[src/rtl/ics1_replay.sv]
// ICS1 restart stage: tracks in-flight read addresses and, after a miss resolves,
// re-issues the squashed ones oldest first before resuming pass-through.
module ics1_replay #(
    parameter int ADDR_WIDTH = 16,
    parameter int DEPTH      = 2
) (
    input  logic                         clk,
    input  logic                         srst,
    input  logic                         i_halt,
    input  logic                         i_flush,
    input  logic [ADDR_WIDTH-1:0]        i_curr_r_addr,
    input  logic                         i_curr_r_addr_valid,
    output logic                         o_curr_r_addr_ready,
    input  logic                         i_miss_state,
    input  logic                         i_retire,
    output logic [ADDR_WIDTH-1:0]        o_r_addr,
    output logic                         o_r_addr_valid,
    output logic                         o_replaying,
    output logic [$clog2(DEPTH+1)-1:0]   o_inflight_cnt,
    output logic [1:0]                   dbg_state
);
    localparam int PW = $clog2(DEPTH);
    localparam int CW = $clog2(DEPTH + 1);

    // Handshake: an address is issued in any cycle where o_r_addr_valid=1 and
    // i_halt=0; the consumer never stalls. Upstream is accepted when ready and
    // valid are both high, which is exactly an IDLE-state issue.
    typedef enum logic [1:0] {
        IDLE      = 2'd0,
        MISS_WAIT = 2'd1,
        REPLAY    = 2'd2
    } state_t;

    state_t                state_q, state_d;
    logic [ADDR_WIDTH-1:0] mem_q [DEPTH];
    logic [PW-1:0]         head_q, head_d, tail_q, tail_d, rp_q, rp_d, rd_idx;
    logic [CW-1:0]         cnt_q, cnt_d, rp_new, cnt_new;
    logic                  push, pop, issue, full;
    logic [ADDR_WIDTH-1:0] r_addr;
    logic                  r_valid, ready;

    assign full   = (cnt_q == CW'(DEPTH));
    assign rd_idx = head_q + rp_q;

    always_comb begin
        state_d = state_q;
        head_d  = head_q;
        tail_d  = tail_q;
        rp_d    = rp_q;
        cnt_d   = cnt_q;
        push    = 1'b0;
        pop     = 1'b0;
        issue   = 1'b0;
        r_addr  = '0;
        r_valid = 1'b0;
        ready   = 1'b0;
        rp_new  = '0;
        cnt_new = '0;
        if (srst) begin
            state_d = IDLE;
        end else if (i_flush && !i_halt) begin
            state_d = IDLE;
            cnt_d   = '0;
            head_d  = tail_q;
            rp_d    = '0;
        end else begin
            unique case (state_q)
                IDLE: begin
                    pop = i_retire && (cnt_q != '0);
                    if (i_miss_state) begin
                        state_d = MISS_WAIT;
                    end else begin
                        r_addr  = i_curr_r_addr;
                        r_valid = i_curr_r_addr_valid && !full;
                        ready   = !full && !i_halt;
                        push    = r_valid && !i_halt;
                    end
                end
                MISS_WAIT: begin
                    if (!i_miss_state) begin
                        state_d = (cnt_q != '0) ? REPLAY : IDLE;
                        rp_d    = '0;
                    end
                end
                REPLAY: begin
                    // Only entries already re-issued (below rp) may retire.
                    pop = i_retire && (rp_q != '0);
                    if (i_miss_state) begin
                        state_d = MISS_WAIT;
                        rp_d    = '0;
                    end else begin
                        r_addr  = mem_q[rd_idx];
                        r_valid = 1'b1;
                        issue   = !i_halt;
                        rp_new  = CW'(rp_q) + CW'(issue) - CW'(pop);
                        cnt_new = cnt_q - CW'(pop);
                        if (issue && (rp_new == cnt_new)) begin
                            state_d = IDLE;
                            rp_d    = '0;
                        end else begin
                            rp_d = rp_new[PW-1:0];
                        end
                    end
                end
                default: state_d = IDLE;
            endcase
            if (push) tail_d = tail_q + PW'(1);
            if (pop)  head_d = head_q + PW'(1);
            cnt_d = cnt_q + CW'(push) - CW'(pop);
        end
    end

    always_ff @(posedge clk) begin
        if (srst) begin
            state_q <= IDLE;
            head_q  <= '0;
            tail_q  <= '0;
            rp_q    <= '0;
            cnt_q   <= '0;
        end else if (!i_halt) begin
            state_q <= state_d;
            head_q  <= head_d;
            tail_q  <= tail_d;
            rp_q    <= rp_d;
            cnt_q   <= cnt_d;
        end
    end

    always_ff @(posedge clk) begin
        if (push) mem_q[tail_q] <= i_curr_r_addr;
    end

    assign o_r_addr            = r_addr;
    assign o_r_addr_valid      = r_valid;
    assign o_curr_r_addr_ready = ready;
    assign o_replaying         = (state_q == REPLAY) && !srst;
    assign o_inflight_cnt      = cnt_q;
    assign dbg_state           = state_q;
endmodule

[config.mk]
export PLATFORM = sky130hd
export DESIGN_NAME = ics1_replay
export DESIGN_NICKNAME = d
export VERILOG_FILES = /design/src/rtl/ics1_replay.sv
export SDC_FILE = /design/constraint.sdc
export NUM_CORES = 1
export LEC_CHECK = 0
export CORE_MARGIN = 8
export CORE_UTILIZATION = 53
export CTS_BUF_LIST = sky130_fd_sc_hd__clkbuf_4 sky130_fd_sc_hd__clkbuf_8 sky130_fd_sc_hd__clkbuf_16
export DETAILED_ROUTE_END_ITERATION = 10
export GPL_TIMING_DRIVEN = 0
export HOLD_SLACK_MARGIN = 0.02
export PLACE_DENSITY_LB_ADDON = 0.2
export SLEW_MARGIN = 0
export SYNTH_ARGS = -nofsm -noshare
export SYNTH_HDL_FRONTEND = slang
export SYNTH_SLANG_ARGS = --single-unit
[constraint.sdc]
create_clock -name clk -period 9.9 [get_ports clk]
set_clock_uncertainty 0.1 [all_clocks]
set_input_delay 1.485 -clock clk [delete_from_list [all_inputs] [get_ports clk]]
set_output_delay 1.485 -clock clk [all_outputs]
set_load 0.01 [all_outputs]
==> results of run 1 <==
[tightest hold or removal path, delay by kind of cell, from the launching register on]
kind | cells | cell delay [ns]
compound gates | 2 | 0.15
flops | 1 | 0.35
[cell families (layout without fill, tap and decap cells)]
family / Yosys count / count (layout)
adder cells (fa/ha/maj): 3 / 3
flip-flops: 39 / 39
XOR/XNOR: 4 / 4
AND/OR/NAND/NOR: 51 / 51
multiplexers: 16 / 16
AO/OA/AOI/OAI: 33 / 33
buffers and inverters: 14 / 71
[layer usage]
layer | vias up | wire, um | global-route usage (%)
met5 | - | 0 | 0
li1 | 726 | - | -
met2 | 51 | 2240 | 25.7
met3 | 6 | 310 | 5.83
met1 | 731 | 1920 | 18.4
met4 | 0 | 59 | 5.38
[through the flow]
stage	instances	utilization [%]
detailed placement	257	69.7
finish	265	72.0
CTS	265	72.0
floorplan	160	-
global route	265	72.0
global placement	253	68.5
[layout make-up]
| cell class | count | area, um2 | share of cell area, % |
|---|---|---|---|
| Sequential cell | 39 | 1100 | 42.4 |
| Multi-Input combinational cell | 107 | 802 | 30.9 |
| Timing Repair Buffer | 49 | 480 | 18.5 |
| Clock buffer | 5 | 68.8 | 2.65 |
| Tap cell | 48 | 60.1 | 2.31 |
| Buffer | 9 | 51.3 | 1.97 |
| Inverter | 5 | 18.8 | 0.723 |
| Clock inverter | 3 | 15.0 | 0.578 |
[cells in the final DEF, fill, tap and decap left out, types with 2 or more instances in the layout]
cell	synthesis	layout
sky130_fd_sc_hd__nand2b_1	3	3
sky130_fd_sc_hd__o211ai_1	2	2
sky130_fd_sc_hd__nor2_1	21	21
sky130_fd_sc_hd__clkbuf_1	4	4
sky130_fd_sc_hd__ha_1	3	3
sky130_fd_sc_hd__nand2_1	6	6
sky130_fd_sc_hd__nor3_1	2	2
sky130_fd_sc_hd__nand4_1	2	2
sky130_fd_sc_hd__a211oi_1	2	2
sky130_fd_sc_hd__o21ai_0	3	3
sky130_fd_sc_hd__dfxtp_1	7	7
sky130_fd_sc_hd__inv_1	5	5
sky130_fd_sc_hd__mux2_2	14	14
sky130_fd_sc_hd__nand3b_1	4	4
sky130_fd_sc_hd__clkbuf_8	0	5
sky130_fd_sc_hd__nor4_1	3	2
sky130_fd_sc_hd__buf_4	0	4
sky130_fd_sc_hd__a31oi_1	2	2
sky130_fd_sc_hd__mux2_1	2	2
sky130_fd_sc_hd__clkdlybuf4s50_1	0	45
sky130_fd_sc_hd__buf_2	2	2
sky130_fd_sc_hd__buf_6	2	2
sky130_fd_sc_hd__a22oi_1	17	17
sky130_fd_sc_hd__xor2_1	2	2
sky130_fd_sc_hd__edfxtp_1	32	32
sky130_fd_sc_hd__clkinv_1	0	2
sky130_fd_sc_hd__a21oi_1	3	3
[sequential cells by signal, indices dropped and copies added (netlist names)]
signal,cells
head_q,1
mem_q,32
rp_q,1
tail_q,1
dbg_state,2
o_inflight_cnt,2
[how the worst min path moves through the flow]
stage / cells past startpoint / endpoint / startpoint / slack, ns
detailed placement: 2 / o_inflight_cnt[1] / o_inflight_cnt[1] / 0.44
global placement: 2 / tail_q / tail_q / 0.39
floorplan: 2 / tail_q / tail_q / 0.38
global route: 2 / tail_q / tail_q / 0.48
CTS: 2 / tail_q / tail_q / 0.46
finish: 2 / tail_q / tail_q / 0.45
[power by group through the flow]
stage          Sequential, mW  Clock [mW]  Combinational (mW)
6_report                0.180       0.102              0.0384
5_1_grt                 0.180       0.110              0.0414
4_1_cts                 0.180       0.102              0.0386
3_5_place_dp            0.183           0              0.0384
3_3_place_gp            0.183           0              0.0368
2_1_floorplan           0.183           0              0.0167
==> reports/qor_table.md, run 1 <==
| Parameter | This run |
|---|---|
| Synth warnings | 0 |
| Compound-gate portion of the synthesized area | 12.3% |
| Final worst hold slack | 0.448 ns |
| Worst Slack Setup Final | 4.59 ns |
| Maximum number of pins on one net before global-route repair | 13 |
| Fraction of post-synthesis cell area in the top cell type by area | 49.0% |
| Type of destination of the critical path | output port |
| Startpoint kind of the worst setup timing path | input pin |
| IO buf count | 45 |
| Cell family contributing the most delay on the critical path | buffers and inverters |
| Share of synthesized area occupied by flip-flops and latches | 56.2% |
| Count of endpoints failing setup in the final report | 0 |
| Maximum count of clock buffers along a single path | 2 |
| Cell area reported after detailed placement | 2510 um2 |
| Reg-to-reg critical path endpoint | mem_q[1][7] |
| Remaining max-slew budget at the tightest pin | 56.5% |
| Library cells used by synthesis | 40 |
| Filler cell count in the final layout | 273 |
| Ratio of cells with drive above 1 in the final layout | 15.7% |
| Critical path data arrival time | 3.73 ns |
| DRC violations left | 0 |
| Chip Height | 76.8 um |
| Capture point of the critical path | o_r_addr[10] |
| Number of H-tree levels | 2 |
| Post-DR wirelength/cell | 17.1 um |
| Peak Freq | 188 MHz |
| Global route total overflow | 0 |
| Prevailing post-synth register cell | sky130_fd_sc_hd__edfxtp_1 |
| Total power density per cell area | 123 nW/um2 |
| Placeable core region | 3610 um2 |
| Switching Power | 0.0731 mW |
| Total power | 0.319 mW |
| Number of register bits inferred by synthesis | 39 |
| Number of cell instances on the worst register-to-register path | 6 |
| Adder and majority gate portion of the synthesized area | 1.91% |
| Setup repair bufs after CTS | 0 |
| Area growth, synth to finish | 32.5% |
| Portion of netlist area occupied by mux cells | 9.19% |
| DR vias | 1514 |
| Clock buffer count from CTS | 5 |
| Critical R2R Launch | dbg_state[1] |
| Internal Dissipation | 0.246 mW |
| Number of nets at the end of the flow | 242 |
| Reg2reg setup slack | 7.36 ns |
| Number of nets still failing antenna checks after routing | 0 |
| Maximum fanout count along the critical path | 10 |
| Class of the most critical hold timing path | flip-flop to flip-flop |
| Sink Count | 39 |
| Area of the mapped netlist | 1960 um2 |
| TritonCTS clock tree | yes |
| Post-placement worst setup slack | 4.60 ns |
| Startpoint of the most critical setup path | i_halt |
| Post-layout min period | 5.31 ns |
| Most instantiated library cell after synthesis | sky130_fd_sc_hd__edfxtp_1 |
| Simple logic cell fraction of the synthesized area | 14.7% |
| Xor and xnor area share after synthesis | 2.17% |
| Type of the setup path with the least slack | input pin to output port |
| GP Congestion | 0.862 |
| Max cap viols | 0 |
| Number of gates resized after cts | 0 |
| Fin Setup TNS | 0 ns |
| Via density per instance | 5.71 |
| Switching Share | 22.9% |
| Worst EP required | 8.32 ns |
| Result of the run | complete, no violations |
| Ports placed on the boundary | 46 |
| Portion of the clock cycle consumed by the worst path in the final layout | 53.6% |
| Synthesized instance count | 160 |
| Global Route Usage Sum | 15.7% |
| WL final | 4530 um |
| Average footprint of a synthesized cell | 12.3 um2 |
| Cell taking the most area after synthesis | sky130_fd_sc_hd__edfxtp_1 |
| Number of global-route vias before repair | 1584 |
| Synth cell count leaders | sky130_fd_sc_hd__edfxtp_1, sky130_fd_sc_hd__nor2_1, sky130_fd_sc_hd__a22oi_1, sky130_fd_sc_hd__mux2_2, sky130_fd_sc_hd__dfxtp_1 |
| Fraction of power consumed by the clock network | 31.8% |
| Number of buffers inserted by hold repair at cts | 0 |
| Skew-Pair Late Insertion Delay | 0.28 ns |
| Sequential share of power | 56.2% |
| Detailed-router iteration count before antenna repair | 4 |
| CP cell instances | clkdlybuf4s50_1 -> inv_1 -> a21oi_1 -> nand2b_1 -> buf_1 -> clkbuf_1 -> nor2_1 -> clkdlybuf4s50_1 |
| Die Footprint | 5900 um2 |
| Sum of net half-perimeters after detailed placement | 3270 um |
| Floorplan die width | 76.8 um |
| Clock transition at the register clock pins on the worst setup and hold paths after CTS | 0.07 ns |
| Fin. Hold Viols | 0 |
| Root buffer cell | sky130_fd_sc_hd__clkbuf_8 |
| Worst vdd rail ir drop | 131 uV |
| Design Area, Final | 2600 um2 |
| First-pass GRT wire length | 7710 um |
| Worst Tran Pin Value | 0.650 ns |
| Initial core utilization | 54.4% |
| CP peak stage delay | 0.55 ns |
| Post-synth EDFFs | 32 |
| Number of antenna repair diodes | 0 |
| Cell with the biggest individual delay on the critical path | sky130_fd_sc_hd__clkdlybuf4s50_1 |
| Combinational family with the most area after synthesis | simple AND/OR/NAND/NOR gates |
| Leakage Power | 0.860 nW |
| 1st-iter DRT viols | 104 |
| Share of total power in combinational logic | 12.0% |
| Number of cell rows | 22 |
| Biggest area contributors in the synthesized netlist | sky130_fd_sc_hd__edfxtp_1, sky130_fd_sc_hd__mux2_2, sky130_fd_sc_hd__dfxtp_1, sky130_fd_sc_hd__a22oi_1, sky130_fd_sc_hd__nor2_1 |
| Net count after synthesis | 186 |
| Cell mode on critical path | sky130_fd_sc_hd__clkdlybuf4s50_1 |
| Max-slew violation count | 0 |
| Proportion of register bits with asynchronous set or reset after synthesis | 0% |
| Levels on crit path | 8 |
| Unrepaired setup endpoints after global routing | no |
| Initial antenna violation count | 0 |
| Buffers plus inverters on the worst setup path | 5 |
Note: power is estimated with default switching activity, not from simulation.
==> inputs of run 2 (changes only) <==
--- a/config.mk
+++ b/config.mk
@@ -6,7 +6,7 @@
 export NUM_CORES = 1
 export LEC_CHECK = 0
 export CORE_MARGIN = 8
-export CORE_UTILIZATION = 53
+export CORE_UTILIZATION = 45
 export CTS_BUF_LIST = sky130_fd_sc_hd__clkbuf_4 sky130_fd_sc_hd__clkbuf_8 sky130_fd_sc_hd__clkbuf_16
 export DETAILED_ROUTE_END_ITERATION = 10
 export GPL_TIMING_DRIVEN = 0
==> constraint.sdc (replaced) <==
create_clock -name clk -period 4.3 [get_ports clk]
set_clock_uncertainty 0.1 [all_clocks]
set_input_delay 0.645 -clock clk [delete_from_list [all_inputs] [get_ports clk]]
set_output_delay 0.645 -clock clk [all_outputs]
set_load 0.01 [all_outputs]
==> run 2 against run 1 <==
Compared with the run above: worst hold slack improved by 0.0082 ns; utilization down 11 points; first-iteration DRC count increased by 31%; combinational power increased by 130%; register-to-register slack lost 5.5 ns; sequential share of layout area barely moved; critical path depth decreased by 2; design area about the same; total power rose by 130%; clock-buffer cell count is the same; critical path type unchanged; largest power group unchanged; highest routed layer unchanged.
==> reports/qor_table.md, run 2 (synthesis gave the netlist of run 1 again) <==
| Parameter | This run |
|---|---|
| Total power density per cell area | 282 nW/um2 |
| CP peak stage delay | 0.56 ns |
| Startpoint kind of the worst setup timing path | input pin |
| Via density per instance | 5.59 |
| Max-slew violation count | 0 |
| Ratio of cells with drive above 1 in the final layout | 15.7% |
| Global route total overflow | 0 |
| Clock transition at the register clock pins on the worst setup and hold paths after CTS | 0.07 ns |
| Portion of the clock cycle consumed by the worst path in the final layout | 83.4% |
| Area growth, synth to finish | 32.4% |
| Initial antenna violation count | 0 |
| Number of cell rows | 24 |
| Post-layout min period | 3.59 ns |
| Count of endpoints failing setup in the final report | 0 |
| Leading cell type in the layout, fill and taps excluded | sky130_fd_sc_hd__clkdlybuf4s50_1 |
| Floorplan die width | 82.0 um |
| Cell family contributing the most delay on the critical path | buffers and inverters |
| Highest-count cells in the layout ignoring fill and taps | sky130_fd_sc_hd__clkdlybuf4s50_1, sky130_fd_sc_hd__edfxtp_1, sky130_fd_sc_hd__nor2_1, sky130_fd_sc_hd__a22oi_1, sky130_fd_sc_hd__mux2_2 |
| Number of gates resized after cts | 0 |
| Unrepaired setup endpoints after global routing | no |
| Fin. Hold Viols | 0 |
| Post-placement worst setup slack | 0.691 ns |
| Share of total power in combinational logic | 12.1% |
| Number of nets at the end of the flow | 242 |
| 1st-iter DRT viols | 136 |
| Core Util, Final | 60.9% |
| First-pass GRT wire length | 7710 um |
| Number of buffers inserted by hold repair at cts | 0 |
| Result of the run | complete, no violations |
| Peak Freq | 279 MHz |
| Worst vdd rail ir drop | 193 uV |
| Detailed-router iteration count before antenna repair | 4 |
| Placeable core region | 4260 um2 |
| Chip Height | 82.0 um |
| IO buf count | 45 |
| Post-DR wirelength/cell | 17.8 um |
| Critical path data arrival time | 2.84 ns |
| Clock buffer count from CTS | 5 |
| Type of destination of the critical path | output port |
| Number of H-tree levels | 2 |
| Die Footprint | 6720 um2 |
| Worst Tran Pin Value | 0.666 ns |
| Buffers plus inverters on the worst setup path | 3 |
| Initial core utilization | 46.0% |
| Maximum fanout count along the critical path | 10 |
| TritonCTS clock tree | yes |
| Maximum count of clock buffers along a single path | 2 |
| Remaining max-slew budget at the tightest pin | 55.4% |
| Class of the most critical hold timing path | flip-flop to flip-flop |
| Sequential share of power | 56.4% |
| GP Congestion | 0.876 |
| Number of global-route vias before repair | 1587 |
| Number of nets still failing antenna checks after routing | 0 |
| Fin Setup TNS | 0 ns |
| Switching Share | 22.9% |
| Maximum number of pins on one net before global-route repair | 12 |
| Leakage Power | 0.862 nW |
| Total power | 0.733 mW |
| Max reg flops | 32 |
| Internal Dissipation | 0.565 mW |
| Skew-Pair Late Insertion Delay | 0.29 ns |
| Ports placed on the boundary | 46 |
| Max cap viols | 0 |
| WL final | 4760 um |
| Type of the setup path with the least slack | input pin to output port |
| Switching Power | 0.168 mW |
| Cell with the biggest individual delay on the critical path | sky130_fd_sc_hd__nor2_1 |
| Fraction of power consumed by the clock network | 31.5% |
| Number of antenna repair diodes | 0 |
| Worst Slack Setup Final | 0.714 ns |
| Biggest register | mem_q |
| Sum of net half-perimeters after detailed placement | 3530 um |
| DR vias | 1497 |
| Filler cell count in the final layout | 354 |
| Global Route Usage Sum | 15.2% |
| Root buffer cell | sky130_fd_sc_hd__clkbuf_8 |
| CP cell instances | clkdlybuf4s50_1 -> nor2_1 -> buf_2 -> a22oi_1 -> nor2_1 -> clkdlybuf4s50_1 |
| Worst EP required | 3.56 ns |
| Sink Count | 39 |
| DRC violations left | 0 |
| Setup repair bufs after CTS | 0 |
-- run 2: cell count changes in the layout (fill, tap and decap cells not counted) --
cell / change
sky130_fd_sc_hd__clkinv_1: -1
sky130_fd_sc_hd__clkinvlp_4: -1
sky130_fd_sc_hd__clkinv_2: +1
-- run 2: area by class of cell --
type                    count  area [um2]  area share [%]
clock inverters             2        8.76           0.337
repair buffers             49         480            18.5
multi-input cells         107         802            30.9
well taps                  52        65.1            2.51
clock buffers               5        68.8            2.65
flip-flops and latches     39        1100            42.4
inverters                   5        18.8           0.723
plain buffers               9        51.3            1.98
-- run 2: tightest hold or removal path, stage by stage, from the launching register on --
cell and delay [ns]:
sky130_fd_sc_hd__dfxtp_1 0.35, sky130_fd_sc_hd__o21ai_0 0.10, sky130_fd_sc_hd__a21oi_1 0.07
-- run 2: metrics by stage --
step	std cells	hold WS, ns	instance area, um2
6_report	268	0.456	2600
2_1_floorplan	160	0.380	1960
4_1_cts	268	0.459	2600
5_1_grt	268	0.497	2600
3_3_place_gp	257	0.403	2480
3_5_place_dp	261	0.450	2520
-- run 2: worst paths after layout --
path	to	cells past startpoint	startpoint	slack, ns
max reg2reg	mem_q[1][7]	5	dbg_state[1]	1.91
min reg2reg	tail_q	2	tail_q	0.46
min	tail_q	2	tail_q	0.46
max	o_r_addr[4]	6	i_miss_state	0.71
-- run 2: layer usage --
metal / routed length, um / up-vias / GRT usage [%]
met4: 59 / 0 / 5.44
met2: 2380 / 42 / 25.0
li1: - / 726 / -
met3: 315 / 6 / 5.14
met1: 2010 / 723 / 18.1
met5: 0 / - / 0
-- run 2: power by group through the flow --
stage | combinational [mW] | clock, mW | sequential [mW]
final | 0.0886 | 0.231 | 0.413
after global routing | 0.0965 | 0.252 | 0.413
after CTS | 0.0896 | 0.237 | 0.413
after detailed placement | 0.0891 | 0 | 0.422
after global placement | 0.0849 | 0 | 0.422
after floorplan | 0.0385 | 0 | 0.422
